[src/rtl/cbs_exec_stage.sv]
// Execute stage: register-select mux, operand overrides, ALU and branch
// comparator, with every result registered for the memory/PC-update stage.
module cbs_exec_stage #(
  parameter  int unsigned NUM_REG    = 5,
  parameter  int unsigned DATA_WIDTH = 32,
  parameter  int unsigned PC_WIDTH   = 4,
  localparam int unsigned REG_SELECT = (NUM_REG > 1) ? $clog2(NUM_REG) : 1
) (
  input  logic                          clk,
  input  logic                          rst,
  input  logic                          i_valid,
  input  logic [NUM_REG*DATA_WIDTH-1:0] i_regs,
  input  logic [REG_SELECT-1:0]         i_select_a,
  input  logic [REG_SELECT-1:0]         i_select_b,
  input  logic [PC_WIDTH-1:0]           i_pc,
  input  logic [DATA_WIDTH-1:0]         i_offset,
  input  logic                          i_is_load,
  input  logic                          i_is_store,
  input  logic                          i_is_cmp,
  input  logic [3:0]                    i_alu_op,
  input  logic [2:0]                    i_cmp_op,
  output logic                          o_valid,
  output logic [DATA_WIDTH-1:0]         o_alu_data,
  output logic [DATA_WIDTH-1:0]         o_store_data,
  output logic                          o_taken
);

  localparam int unsigned SHAMT_W = (DATA_WIDTH > 1) ? $clog2(DATA_WIDTH) : 1;

  logic [DATA_WIDTH-1:0] reg_a;
  logic [DATA_WIDTH-1:0] reg_b;
  logic [DATA_WIDTH-1:0] op_a;
  logic [DATA_WIDTH-1:0] op_b;
  logic [SHAMT_W-1:0]    shamt;
  logic [DATA_WIDTH-1:0] alu_res;
  logic                  cmp_res;

  logic                  valid_q,  valid_d;
  logic [DATA_WIDTH-1:0] alu_q,    alu_d;
  logic [DATA_WIDTH-1:0] store_q,  store_d;
  logic                  taken_q,  taken_d;

  // Source register mux; selects beyond the register count read as zero
  always_comb begin
    reg_a = '0;
    reg_b = '0;
    for (int unsigned k = 0; k < NUM_REG; k++) begin
      if (i_select_a == REG_SELECT'(k)) reg_a = i_regs[k*DATA_WIDTH +: DATA_WIDTH];
      if (i_select_b == REG_SELECT'(k)) reg_b = i_regs[k*DATA_WIDTH +: DATA_WIDTH];
    end
  end

  // Branches compute pc+offset; memory ops compute base+offset
  always_comb begin
    op_a  = i_is_cmp ? DATA_WIDTH'(i_pc) : reg_a;
    op_b  = (i_is_load || i_is_store || i_is_cmp) ? i_offset : reg_b;
    shamt = op_b[SHAMT_W-1:0];
  end

  always_comb begin
    alu_res = '0;
    case (i_alu_op)
      4'd0:    alu_res = op_a + op_b;
      4'd1:    alu_res = op_a - op_b;
      4'd2:    alu_res = op_a & op_b;
      4'd3:    alu_res = op_a | op_b;
      4'd4:    alu_res = op_a ^ op_b;
      4'd5:    alu_res = op_a << shamt;
      4'd6:    alu_res = op_a >> shamt;
      4'd7:    alu_res = $unsigned($signed(op_a) >>> shamt);
      4'd8:    alu_res = DATA_WIDTH'($signed(op_a) < $signed(op_b));
      4'd9:    alu_res = DATA_WIDTH'(op_a < op_b);
      4'd10:   alu_res = op_b;
      default: alu_res = '0;
    endcase
  end

  // Comparator always sees the raw register operands, never the overrides
  always_comb begin
    cmp_res = 1'b0;
    case (i_cmp_op)
      3'd0:    cmp_res = (reg_a == reg_b);
      3'd1:    cmp_res = (reg_a != reg_b);
      3'd2:    cmp_res = ($signed(reg_a) <  $signed(reg_b));
      3'd3:    cmp_res = ($signed(reg_a) >= $signed(reg_b));
      3'd4:    cmp_res = (reg_a <  reg_b);
      3'd5:    cmp_res = (reg_a >= reg_b);
      default: cmp_res = 1'b0;
    endcase
  end

  // Bubbles clear valid/taken but leave the data registers untouched
  always_comb begin
    valid_d = i_valid;
    taken_d = i_valid & i_is_cmp & cmp_res;
    alu_d   = alu_q;
    store_d = store_q;
    if (i_valid) begin
      alu_d   = alu_res;
      store_d = reg_b;
    end
  end

  always_ff @(posedge clk or negedge rst) begin
    if (!rst) begin
      valid_q <= 1'b0;
      alu_q   <= '0;
      store_q <= '0;
      taken_q <= 1'b0;
    end else begin
      valid_q <= valid_d;
      alu_q   <= alu_d;
      store_q <= store_d;
      taken_q <= taken_d;
    end
  end

  assign o_valid      = valid_q;
  assign o_alu_data   = alu_q;
  assign o_store_data = store_q;
  assign o_taken      = taken_q;

endmodule

[config.mk]
export PLATFORM = sky130hd
export DESIGN_NAME = cbs_exec_stage
export DESIGN_NICKNAME = d
export VERILOG_FILES = /design/src/rtl/cbs_exec_stage.sv
export SDC_FILE = /design/constraint.sdc
export NUM_CORES = 1
export LEC_CHECK = 0
export BUFFER_PORTS_ARGS = -buffer_cell sky130_fd_sc_hd__buf_2
export CORE_UTILIZATION = 38
export CTS_CLUSTER_DIAMETER = 80
export DETAILED_ROUTE_END_ITERATION = 10
export PLACE_DENSITY = 0.68
export SYNTH_ARGS = -nofsm -noshare
export SYNTH_HDL_FRONTEND = slang
export SYNTH_SLANG_ARGS = --single-unit
export TNS_END_PERCENT = 50
[constraint.sdc]
create_clock -name clk -period 2 [get_ports clk]
set_input_delay 0.2 -clock clk [delete_from_list [all_inputs] [get_ports clk]]
set_output_delay 0.2 -clock clk [all_outputs]
set_load 0.01 [all_outputs]
==> results.toml <==
[final_layout]
areaGrowthSynthToFinish_pct = 71.2
layout-drive-gt1-share_pct = 48.4
fin_area_um2 = 25800
nets = 3513
nFillCells = 3511
fin_cells = 3691

[floorplanning]
row_count = 72
dieHeight_um = 201
die-area_um2 = 40500
initial_core_util_pct = 38.7
die_w_um = 201
ios = 281
core_area_um2 = 38900

[routing]
drc = 0
via_per_inst = 6.24
drt-initial-drc-count = 3161
antenna_left = 0
drt-total-wl_um = 98200
via_count = 23040
first_pass_iters = 8
routedWlPerCell_um = 26.6

[synth]
synth-seq-area-share_pct = 11.0
synthArstFlopShare_pct = 100
synth_warnings = 0
synth_edf_count = 0
synthCells = 2144
ys_types = 88
syn_avg_cell_area_um2 = 7.03
synth_area_um2 = 15100
synth_ff_type = "dfrtp_1"
synth_nets = 2493
synth_seq_cells = 66

[timing]
final.min_clock_period_ns = 3.86
skew_ns = 0
setup_viol_count_final = 33
hold_viol = 0
fin_crit_sh_pct = 193
drv_slew = 0
tightest_slew_ns = 1.02
rsz0062_at_grt = "true"
final.setup.worst_slack_ns = -1.86
slew_headroom_pct = 31.8
fmax_mhz = 259

[flow_run]
drv_cap = 0

[clock_tree]
clk_path_buf_depth = 2
h-tree-depth = 3
clk_pin_slew_worst_paths_ns = 0.07
cts.sink_count = 66
clk_latency_ns = 0.39
cts_buffers = 9
tritoncts = "yes"
root_buffer = "clkbuf_16"

[global_route]
antenna_found_initial = 7
grt_max_degree = 52
grt.total_usage_pct = 46.5
grt_pass1_wl_um = 141000
grt_overflow = 0
grt_pass1_vias = 22210

[pwr]
power_density_nw_per_um2 = 461
ir_drop_mv = 0.424
leakagePower_nw = 12.2

[status]
violations = "setup timing"
outcome = "complete, but fails checks"

[worst_setup_path]
r2r_end = "o_alu_data[17]"
crit_required_ns = 2.32
cp_max_fo = 7
cpPeakStageDelay_ns = 0.30
cp_slowest_cell = "mux2_2"
cp-start-kind = "input port"
reg2reg_setup_slack_ns = -0.04
critPathMostFrequentCell = "buf_4"
reg2reg_from = "o_alu_data[17]"
crit_type = "in2reg"
ff2ff_path_depth = 6
arrival_ns = 4.18
endpoint_kind = "flip-flop"

[worst_hold_path]
hp-class = "in2reg"
min_to = "o_taken"
worstHoldStart = "i_cmp_op[0]"
min_path_cells = 3

[placement]
dp_cells = 3572
routabilityCongestion = 1.04
io_buffer_count = 280
place_area_um2 = 23000
dp_hpwl_um = 78800
[registers in the layout, summed over array words and instances, names as in the netlist]
| signal | cells |
|---|---|
| o_store_data | 32 |
| o_taken | 1 |
| o_valid | 1 |
| o_alu_data | 32 |
[logic make-up after synthesis]
kind of cell	after synthesis	synth area share [%]
xor gates and xnor gates	13	0.756
and+or+nand+nor	632	18.5
buffers and inverters	273	7.67
DFF	66	11.0
AOI/OAI and AO/OA	886	39.1
muxes	140	11.8
adders and majority gates	134	11.2
[layer usage]
metal	vias to the layer above	track usage, %	part of all wire [%]
met5	-	0	0.028
met4	4	25.2	6.3
met3	361	9.78	10
met2	1564	73.0	44
met1	11015	59.4	39
li1	10096	-	-
[repair_timing]
| action | 4_1_cts | 5_1_grt |
|---|---|---|
| setup endpoints to repair | 33 | 33 |
| pin swaps | 119 | 91 |
| setup buffers | 72 | 26 |
| resized for setup | 261 | 101 |
| gates cloned | 6 | 0 |
| hold endpoints to repair | 23 | 0 |
| hold buffers | 1 | 0 |
[placed cells by master, fill, tap and decap left out, types with 29 or more instances in the layout]
master / n
buf_2: 275
ha_1: 108
buf_6: 32
a21oi_1: 205
nor2_1: 240
nand2_1: 184
o211ai_1: 41
a21o_1: 29
buf_4: 819
a211oi_1: 42
nand3_1: 33
inv_1: 92
dfrtp_1: 66
a21oi_2: 39
mux2i_1: 91
nor2b_1: 32
a22oi_1: 37
o21ai_0: 113
[report_power, final]
part / switching, mW / internal, mW / total [mW] / leakage [nW]
combinational: 4.44 / 3.74 / 8.18 / 11.2
sequential: 0.132 / 1.49 / 1.62 / 0.830
clock: 0.864 / 1.23 / 2.10 / 0.170
total: 5.43 / 6.47 / 11.9 / 12.2
[stage by stage]
step / utilization [%] / setup slack (ns) / hold slack, ns / power (mW) / TNS, ns
after floorplan: - / -1.91 / -0.0956 / 5.00 / -52.62
after global placement: 59.1 / -2.51 / 0.137 / 8.54 / -73.20
after detailed placement: 59.1 / -2.60 / 0.147 / 8.62 / -75.75
after CTS: 64.7 / -1.75 / 0.144 / 11.3 / -48.84
after global routing: 66.3 / -1.95 / 0.158 / 12.3 / -56.69
final: 66.3 / -1.86 / 0.131 / 11.9 / -54.27
[area by class of cell]
class	count	area, um^2	area share (%)
flip-flops and latches	66	1650	6.40
well taps	518	648	2.51
inverters	112	429	1.66
diodes	4	10.0	0.0388
multi-input cells	1805	13900	53.9
clock buffers	9	225	0.873
clock inverters	7	125	0.485
repair buffers	1170	8800	34.1
[critical path: cells and delay by family]
family	cells	cell delay (ns)
buffers and inverters	15	2.12
and+or+nand+nor	2	0.24
muxes	1	0.30
AOI/OAI and AO/OA	7	1.30
[worst max path at each step]
stage                        from              to
finish              i_select_a[0]  o_alu_data[26]
detailed placement  i_select_b[0]  o_alu_data[14]
CTS                 i_select_b[0]  o_alu_data[30]
global route        i_select_a[1]  o_alu_data[14]
global placement    i_select_b[0]  o_alu_data[14]
floorplan                i_is_cmp  o_alu_data[31]
[cells in the mapped netlist, types with 10 or more instances]
master / instances / share of area, %
o22ai_1: 24 / 1.0
mux4_2: 27 / 4.0
a211o_1: 11 / 0.64
o21a_1: 18 / 0.90
inv_1: 107 / 2.7
a31oi_1: 13 / 0.54
a211oi_1: 62 / 3.1
o31ai_1: 17 / 0.85
a221oi_1: 32 / 1.9
nand2_1: 193 / 4.8
nand2b_1: 12 / 0.50
nor3_1: 28 / 0.93
ha_1: 132 / 11
o2bb2ai_1: 11 / 0.64
a2bb2oi_1: 23 / 1.3
a22oi_1: 51 / 2.5
a21oi_1: 249 / 8.3
dfrtp_1: 66 / 11
nor2b_1: 38 / 1.6
buf_2: 43 / 1.4
and2_1: 11 / 0.46
o221ai_1: 17 / 0.99
buf_1: 14 / 0.35
mux2_2: 15 / 1.1
a22o_1: 12 / 0.70
nor2_1: 260 / 6.5
clkbuf_1: 91 / 2.3
o21bai_1: 13 / 0.65
a21o_1: 32 / 1.6
xnor2_1: 11 / 0.64
nand4_1: 11 / 0.46
or3_1: 12 / 0.50
o211ai_1: 41 / 2.0
nand3_1: 34 / 1.1
mux2i_1: 96 / 6.4
o21ai_0: 162 / 5.4
a221o_1: 10 / 0.66
(Power assumes the default switching activity.)
